--- src/rtl/sprite_pkg.sv ---
// sprite_pkg: shared sizes and FSM encodings for the sprite bitmap loader.
package sprite_pkg;
    localparam int SPR_ROWS  = 16;
    localparam int SPR_YBITS = 4;
    localparam int SPR_W     = 8;
    localparam logic [0:0] LOAD = 1'b0;
    localparam logic [0:0] FULL = 1'b1;
endpackage

--- src/rtl/sprite_bitmap_bank.sv ---
// sprite_bitmap_bank: two banks of ROWS x 8 registers, one sync write port, one async read port.
module sprite_bitmap_bank
    import sprite_pkg::*;
#(
    parameter int ROWS  = SPR_ROWS,
    parameter int YBITS = SPR_YBITS
) (
    input  logic             clk,
    input  logic             reset,
    input  logic             we,
    input  logic             wr_bank,
    input  logic [YBITS-1:0] wr_addr,
    input  logic [SPR_W-1:0] wr_data,
    input  logic             rd_bank,
    input  logic [YBITS-1:0] rd_addr,
    output logic [SPR_W-1:0] rd_data
);
    logic [SPR_W-1:0] mem [2][ROWS];

    always_ff @(posedge clk) begin
        if (reset) begin
            for (int b = 0; b < 2; b++)
                for (int r = 0; r < ROWS; r++)
                    mem[b][r] <= '0;
        end else if (we) begin
            mem[wr_bank][wr_addr] <= wr_data;
        end
    end

    assign rd_data = mem[rd_bank][rd_addr];
endmodule

--- src/rtl/sprite_bitmap_loader.sv ---
// sprite_bitmap_loader: streams sprite row bytes into a back buffer and swaps it to the
// renderer-facing front buffer only on a vsync rising edge.
module sprite_bitmap_loader
    import sprite_pkg::*;
#(
    parameter int ROWS  = SPR_ROWS,
    parameter int YBITS = SPR_YBITS
) (
    input  logic             clk,
    input  logic             reset,
    input  logic             vsync,
    input  logic             wr_valid,
    input  logic [SPR_W-1:0] wr_data,
    output logic             wr_ready,
    input  logic [YBITS-1:0] yofs,
    output logic [SPR_W-1:0] bits,
    output logic             frame_swapped,
    output logic             back_full
);
    logic [0:0]       state;
    logic [YBITS-1:0] row_cnt;
    logic             front;
    logic             vsync_d;
    logic [SPR_W-1:0] rd_bits;
    logic             xfer;
    logic             vs_edge;

    assign wr_ready  = !reset && state == LOAD;
    assign back_full = state == FULL;
    assign xfer      = wr_valid && wr_ready;
    assign vs_edge   = vsync && !vsync_d;
    assign bits      = reset ? '0 : rd_bits;

    sprite_bitmap_bank #(.ROWS(ROWS), .YBITS(YBITS)) u_bank (
        .clk     (clk),
        .reset   (reset),
        .we      (xfer),
        .wr_bank (~front),
        .wr_addr (row_cnt),
        .wr_data (wr_data),
        .rd_bank (front),
        .rd_addr (yofs),
        .rd_data (rd_bits)
    );

    always_ff @(posedge clk) begin
        if (reset) begin
            state         <= LOAD;
            row_cnt       <= '0;
            front         <= 1'b0;
            vsync_d       <= 1'b1;
            frame_swapped <= 1'b0;
        end else begin
            vsync_d       <= vsync;
            frame_swapped <= 1'b0;
            if (xfer) begin
                row_cnt <= row_cnt + 1'b1;
                if (row_cnt == YBITS'(ROWS - 1))
                    state <= FULL;
            end
            // Edges seen while still loading are dropped; only a completed back buffer swaps.
            if (state == FULL && vs_edge) begin
                front         <= ~front;
                frame_swapped <= 1'b1;
                state         <= LOAD;
                row_cnt       <= '0;
            end
        end
    end
endmodule

--- config.mk ---
export PLATFORM = sky130hd
export DESIGN_NAME = sprite_bitmap_loader
export DESIGN_NICKNAME = d
export VERILOG_FILES = /design/src/rtl/sprite_pkg.sv /design/src/rtl/sprite_bitmap_bank.sv /design/src/rtl/sprite_bitmap_loader.sv
export SDC_FILE = /design/constraint.sdc
export NUM_CORES = 1
export LEC_CHECK = 0
export CAP_MARGIN = 20
export CORE_MARGIN = 5
export CORE_UTILIZATION = 60
export DETAILED_ROUTE_END_ITERATION = 8
export HOLD_SLACK_MARGIN = 0.08
export PLACE_DENSITY = 0.77
export RECOVER_POWER = 100
export SKIP_LAST_GASP = 1
export SLEW_MARGIN = 20
export SYNTH_ARGS = -nofsm -noshare
export SYNTH_HDL_FRONTEND = slang
export SYNTH_SLANG_ARGS = --single-unit
--- constraint.sdc ---
create_clock -name clk -period 2.5 [get_ports clk]
set_input_delay 0.5 -clock clk [delete_from_list [all_inputs] [get_ports clk]]
set_output_delay 0.5 -clock clk [all_outputs]
set_load 0.005 [all_outputs]
==> results of run 1 <==
synth_stat cells, types with 3 or more instances:
cell type | number | area, sq um
inv_1 | 3 | 11.3
buf_4 | 3 | 22.5
edfxtp_1 | 256 | 7690
a22oi_1 | 8 | 60.1
ha_1 | 4 | 50.1
dfxtp_1 | 9 | 180
buf_2 | 13 | 65.1
mux2_2 | 3 | 33.8
nor2b_1 | 8 | 50.1
or2_2 | 18 | 113
nand3_1 | 4 | 20.0
and3_1 | 5 | 31.3
mux4_1 | 10 | 263
nor2_1 | 30 | 113
and2_1 | 146 | 913
a21oi_1 | 22 | 110
o211ai_1 | 5 | 37.5
mux2i_1 | 21 | 210
mux4_2 | 54 | 1220
nand2_1 | 28 | 105
buf_6 | 3 | 33.8
a31oi_1 | 3 | 18.8
clkbuf_1 | 16 | 60.1
a221o_1 | 3 | 30.0
what timing repair did:
action,CTS,global route
pin swaps,16,5
endpoints found under the setup margin,8,33
gates cloned,3,0
buffers inserted,16,1
gates resized for setup,52,8
state kept, by name, indices dropped and copies added (netlist names), named ones only:
name,cells
u_bank.mem,256
row_cnt,4
back_full,1
frame_swapped,1
front,1
vsync_d,1
power by group:
part	internal (mW)	leakage [nW]	switching, mW
Sequential	5.17	2.70	0.0813
Clock	2.17	0.401	1.62
Combinational	0.270	1.80	0.462
Total	7.62	4.91	2.17
area by class of cell:
class | instances | area, sq um | area share
Clock buffer | 30 | 687 | 0.0497
Inverter | 3 | 11.3 | 0.000815
Timing Repair Buffer | 142 | 1240 | 0.0899
Sequential cell | 265 | 7870 | 0.570
Clock inverter | 18 | 139 | 0.0101
Tap cell | 260 | 325 | 0.0236
Multi-Input combinational cell | 386 | 3540 | 0.256
final timing paths:
path,from,endpoint,slack (ns),cells after the start
setup reg to reg,row_cnt[0],u_bank.mem[1][22],0.01,6
setup / recovery,flop,bits[6],-0.58,10
hold reg to reg,vsync_d,frame_swapped,0.57,2
hold / removal,vsync_d,frame_swapped,0.57,2
metrics by stage:
stage / cells / power [mW] / utilization
after floorplan: 692 / 5.65 / -
after global placement: 1038 / 6.02 / 0.678
after detailed placement: 1038 / 6.06 / 0.678
after CTS: 1103 / 9.79 / 0.737
after global routing: 1104 / 10.1 / 0.731
final: 1104 / 9.78 / 0.731
kinds of logic (layout without fill, tap and decap cells):
kind of cell | Yosys count | after routing | share of synthesized area
mux | 88 | 88 | 0.149
simple gates | 247 | 247 | 0.122
fa+ha+maj | 4 | 4 | 0.00432
compound gates | 43 | 43 | 0.0238
xor+xnor | 4 | 4 | 0.00302
flops | 265 | 265 | 0.678
buf+inv | 41 | 193 | 0.0204
worst register-to-register path, stage by stage (launching register included):
cell and delay [ns]:
dfxtp_1 0.42, inv_1 0.09, ha_1 0.30, o41a_1 0.46
clkbuf_2 0.34, a21oi_1 0.33, buf_4 0.25
per-layer routing:
| layer | track usage | vias to the layer above | routed length, um |
|---|---|---|---|
| li1 | - | 2905 | - |
| met1 | 0.392 | 3556 | 11300 |
| met2 | 0.446 | 442 | 14400 |
| met3 | 0.0507 | 92 | 2920 |
| met4 | 0.0760 | 0 | 1170 |
| met5 | 0 | - | 0 |
==> metrics.yaml, run 1 <==
logic_synthesis:
  synth_area_per_cell_sq_um: 16.8
  synth_warnings: 0
  synth_edf_count: 256
  ys_ff_latch: 265
  netlist_area_sq_um: 11600
  async_flop_share: 0
  ys_types: 36
  yosysSeqAreaShare: 0.678
  syn-num-nets: 712
  synthFlopType: "edfxtp_1"
  synth_cells: 692
grt:
  grt_pass1_wl_mm: 44.9
  grt_start_max_net_pins: 24
  grt_pass1_vias: 7045
  antenna_found_initial: 0
  overflow: 0
  grtUsageTotal: 0.275
critical_path:
  worst_path_most_repeated_cell: "buf_12"
  worst_ep_arrival_time_ns: 2.58
  critical_path_buf_inv_count: 6
  path_max_fanout: 5
  crit_family: "buffers and inverters"
  required_ns: 2.00
  slowest_stage: "mux4_2"
  worstSetupEndpointType: "primary output"
  start_kind: "flop"
  slowest_delay_ns: 0.52
  cp_cell_sequence: "buf_12, buf_12, buf_12, buf_6, mux4_2, mux2i_2, buf_4, o211ai_1, and3_1, buf_2"
  crit_type: "flop to primary output"
final_layout:
  final_cell_mix: "edfxtp_1 (256), and2_0 (88), buf_4 (64)"
  area_growth_syn_to_layout_pct: 19.1
  n_antenna_cell: 0
  final_common_cell: "edfxtp_1"
  nets: 845
  fillers: 1175
  drive_gt1_frac: 0.265
  final_area_sq_um: 13800
cts:
  cts_tree: "done"
  hold_buffers: 0
  cts_buffer_depth: 3
  clk_latency_ns: 0.53
  cts_sinks: 265
  clock-root-buffer: "clkbuf_16"
  numCtsBuffers: 27
  h-tree-depth: 1
  clk_pin_slew_ns: 0.06
sta:
  worst_hold_slack_ns: 0.570
  setup_viol_count_final: 17
  timing.fmax_mhz: 325
  worst_slew_pin_slew_ns: 0.791
  period_share: 1.23
  rsz0062_at_grt: "true"
  period_minus_slack_ns: 3.08
  setup_slack_ns: -0.577
  fin_tns_setup_ns: -4.16
  relSlewSlack: 0.473
  fin_skew_ns: 0.0163
  hold_viol: 0
  maxSlewViolCount: 0
placed_design:
  portBuffers: 26
  gp_congestion: 0.865
  placed_cell_area_sq_um: 12800
  dp_hpwl_mm: 19.3
  pre_cts_slack_ns: -0.377
die:
  io_pins: 27
  die-area_sq_um: 22200
  die_w_um: 149
  core.rowCount: 50
  die_h_um: 149
  initial_core_util: 0.614
  core_area_sq_um: 18900
run_status:
  status: "finished with violations"
  violations: "negative setup slack"
drt:
  ant_nets: 0
  post_drt_wl_per_cell_um: 27.0
  avgViaCountPerCell: 6.34
  drt_iter0_drc: 1155
  totalWireLength_mm: 29.8
  drc_errors: 0
  firstDrtPassIters: 7
  vias: 6995
power:
  leakagePower_nw: 4.91
  pwr_density_cell_nw_per_um2: 708
  ir_drop_mv: 0.551
min_path:
  hold_class: "flop to flop"
run:
  max_cap_viol_count: 0
No activity file was read; power rests on OpenSTA's default activity.
==> run 2: changes to the inputs <==
Settings changed: PLACE_DENSITY 0.77 to 0.78, SYNTH_HIERARCHICAL from default to 1, TNS_END_PERCENT from default to 50.
==> run 2 against run 1 <==
The run still ends with negative setup slack left; wire length decreased by 0.61%; critical path type unchanged; hold slack worse by 0.077 ns; sequential power decreased by 2%.
==> metrics.yaml, run 2 <==
logic_synthesis:
  synth_cells: 645
  yosysSeqAreaShare: 0.705
  synth_common_cells: "edfxtp_1 (256), nor2_1 (144), mux4_2 (80)"
  synth_edf_count: 256
  synth_top_area_frac: 0.691
  synthFlopType: "edfxtp_1"
  ys_ff_latch: 264
  synth_warnings: 6
  ys_types: 30
  syn-num-nets: 662
  netlist_area_sq_um: 11100
  yosysMostFrequentCell: "edfxtp_1"
  synth_area_per_cell_sq_um: 17.2
  synth_top_cell_by_area: "edfxtp_1"
  ys_top_cells_by_area: "edfxtp_1 (69%), mux4_2 (16%), nor2_1 (4.9%), dfxtp_1 (1.4%), nand2b_1 (1.1%)"
  async_flop_share: 0
sta:
  maxSlewViolCount: 0
  fin_tns_setup_ns: -26.24
  period_minus_slack_ns: 3.07
  fin_skew_ns: 0.0176
  relSlewSlack: 0.537
  setup_viol_count_final: 170
  hold_viol: 0
  worst_hold_slack_ns: 0.493
  worst_slew_pin_slew_ns: 0.695
  period_share: 1.23
  rsz0062_at_grt: "true"
  timing.fmax_mhz: 326
  setup_slack_ns: -0.566
cts:
  cts_buffer_depth: 3
  clk_pin_slew_ns: 0.06
  h-tree-depth: 1
  clk_latency_ns: 0.54
  numCtsBuffers: 27
  cts_sinks: 264
  cts_tree: "done"
  clock-root-buffer: "clkbuf_16"
grt:
  grt_pass1_wl_mm: 44.8
  grtUsageTotal: 0.283
  grt_start_max_net_pins: 31
  overflow: 0
  antenna_found_initial: 0
  grt_pass1_vias: 7071
power:
  leakagePower_nw: 4.82
  ir_drop_mv: 0.772
  pwr_density_cell_nw_per_um2: 724
final_layout:
  largestRegisters: "u_bank/mem: 256 flops, row_cnt: 4 flops"
  fillers: 986
  final_cells: 1028
  utilization: 0.751
  largest_register_ffs: 256
  top_register: "u_bank/mem"
  drive_gt1_frac: 0.332
  n_antenna_cell: 0
  nets: 795
  area_growth_syn_to_layout_pct: 22.1
  final_cell_mix: "edfxtp_1 (256), nor2_1 (144), mux4_2 (80)"
  final_common_cell: "edfxtp_1"
drt:
  totalWireLength_mm: 29.6
  vias: 6718
  firstDrtPassIters: 6
  ant_nets: 0
  avgViaCountPerCell: 6.54
  post_drt_wl_per_cell_um: 28.8
  drt_iter0_drc: 850
  drc_errors: 0
critical_path:
  worstSetupEndpointType: "primary output"
  required_ns: 2.00
  start_kind: "flop"
  crit_type: "flop to primary output"
  worst_ep_arrival_time_ns: 2.57
  path_max_fanout: 1
die:
  die_w_um: 146
  core.rowCount: 49
  initial_core_util: 0.615
  core_area_sq_um: 18100
  die_h_um: 146
  io_pins: 27
  die-area_sq_um: 21400
min_path:
  hold_class: "primary input to flop"
run_status:
  status: "finished with violations"
  violations: "negative setup slack"
placed_design:
  dp_hpwl_mm: 19.3
  dp_cells: 969
  portBuffers: 26
  gp_congestion: 0.833
  pre_cts_slack_ns: -0.881
run:
  max_cap_viol_count: 0
run 2: worst max-delay path, cell delays in order, from the launching register on:
cell and delay [ns]:
edfxtp_1 0.42, mux4_2 0.50, mux4_2 0.56, mux2_4 0.31, nor2b_4 0.12, buf_2 0.13
run 2: through the flow:
stage                     total power, mW  area (sq um)
after floorplan                      5.62         11300
after global placement               5.97         12900
after detailed placement             6.01         12900
after CTS                            9.91         13900
after global routing                 10.1         13600
final                                9.84         13600
run 2: per-layer routing:
metal	routed length (um)	global-route usage
met1	10500	0.367
met3	3020	0.0604
met5	0	0
met2	14800	0.469
met4	1380	0.122
run 2: cell type report:
type	count	area, sq um	area share
Inverter	11	41.3	0.00304
Tap cell	229	287	0.0211
Multi-Input combinational cell	327	3130	0.230
Sequential cell	264	7850	0.578
Clock buffer	35	706	0.0519
Clock inverter	15	148	0.0109
Timing Repair Buffer	147	1430	0.105
run 2: cells by family (layout without fill, tap and decap cells):
logic type                 count (synthesis)  count (layout)  share of synthesized area
buffers and inverters                     54             208                     0.0210
and+or+nand+nor                          216             216                     0.0866
DFF                                      264             264                      0.705
xor gates and xnor gates                   3               3                    0.00236
adders and majority gates                  1               1                    0.00112
muxes                                     88              88                      0.170
AOI/OAI and AO/OA                         19              19                     0.0134
run 2: worst paths after layout:
| kind | slack [ns] | from | to | depth (start not counted) |
|---|---|---|---|---|
| max | -0.57 | u_bank/mem[1][38] | bits[6] | 5 |
| min | 0.49 | reset | row_cnt[3] | 4 |
| max reg2reg | -0.19 | back_full | u_bank/mem[1][8] | 6 |
| min reg2reg | 0.58 | vsync_d | frame_swapped | 2 |
run 2: power by group:
| part | internal, mW | switching [mW] |
|---|---|---|
| Sequential | 5.05 | 0.0754 |
| Combinational | 0.405 | 0.403 |
| Clock | 2.29 | 1.61 |
| Total | 7.75 | 2.09 |
run 2: timing repair:
item | in CTS | in global routing
buffers inserted | 3 | 3
hold buffers | 0 | 0
resized for setup | 46 | 3
gates cloned | 3 | 0
endpoints found under the setup margin | 8 | 8
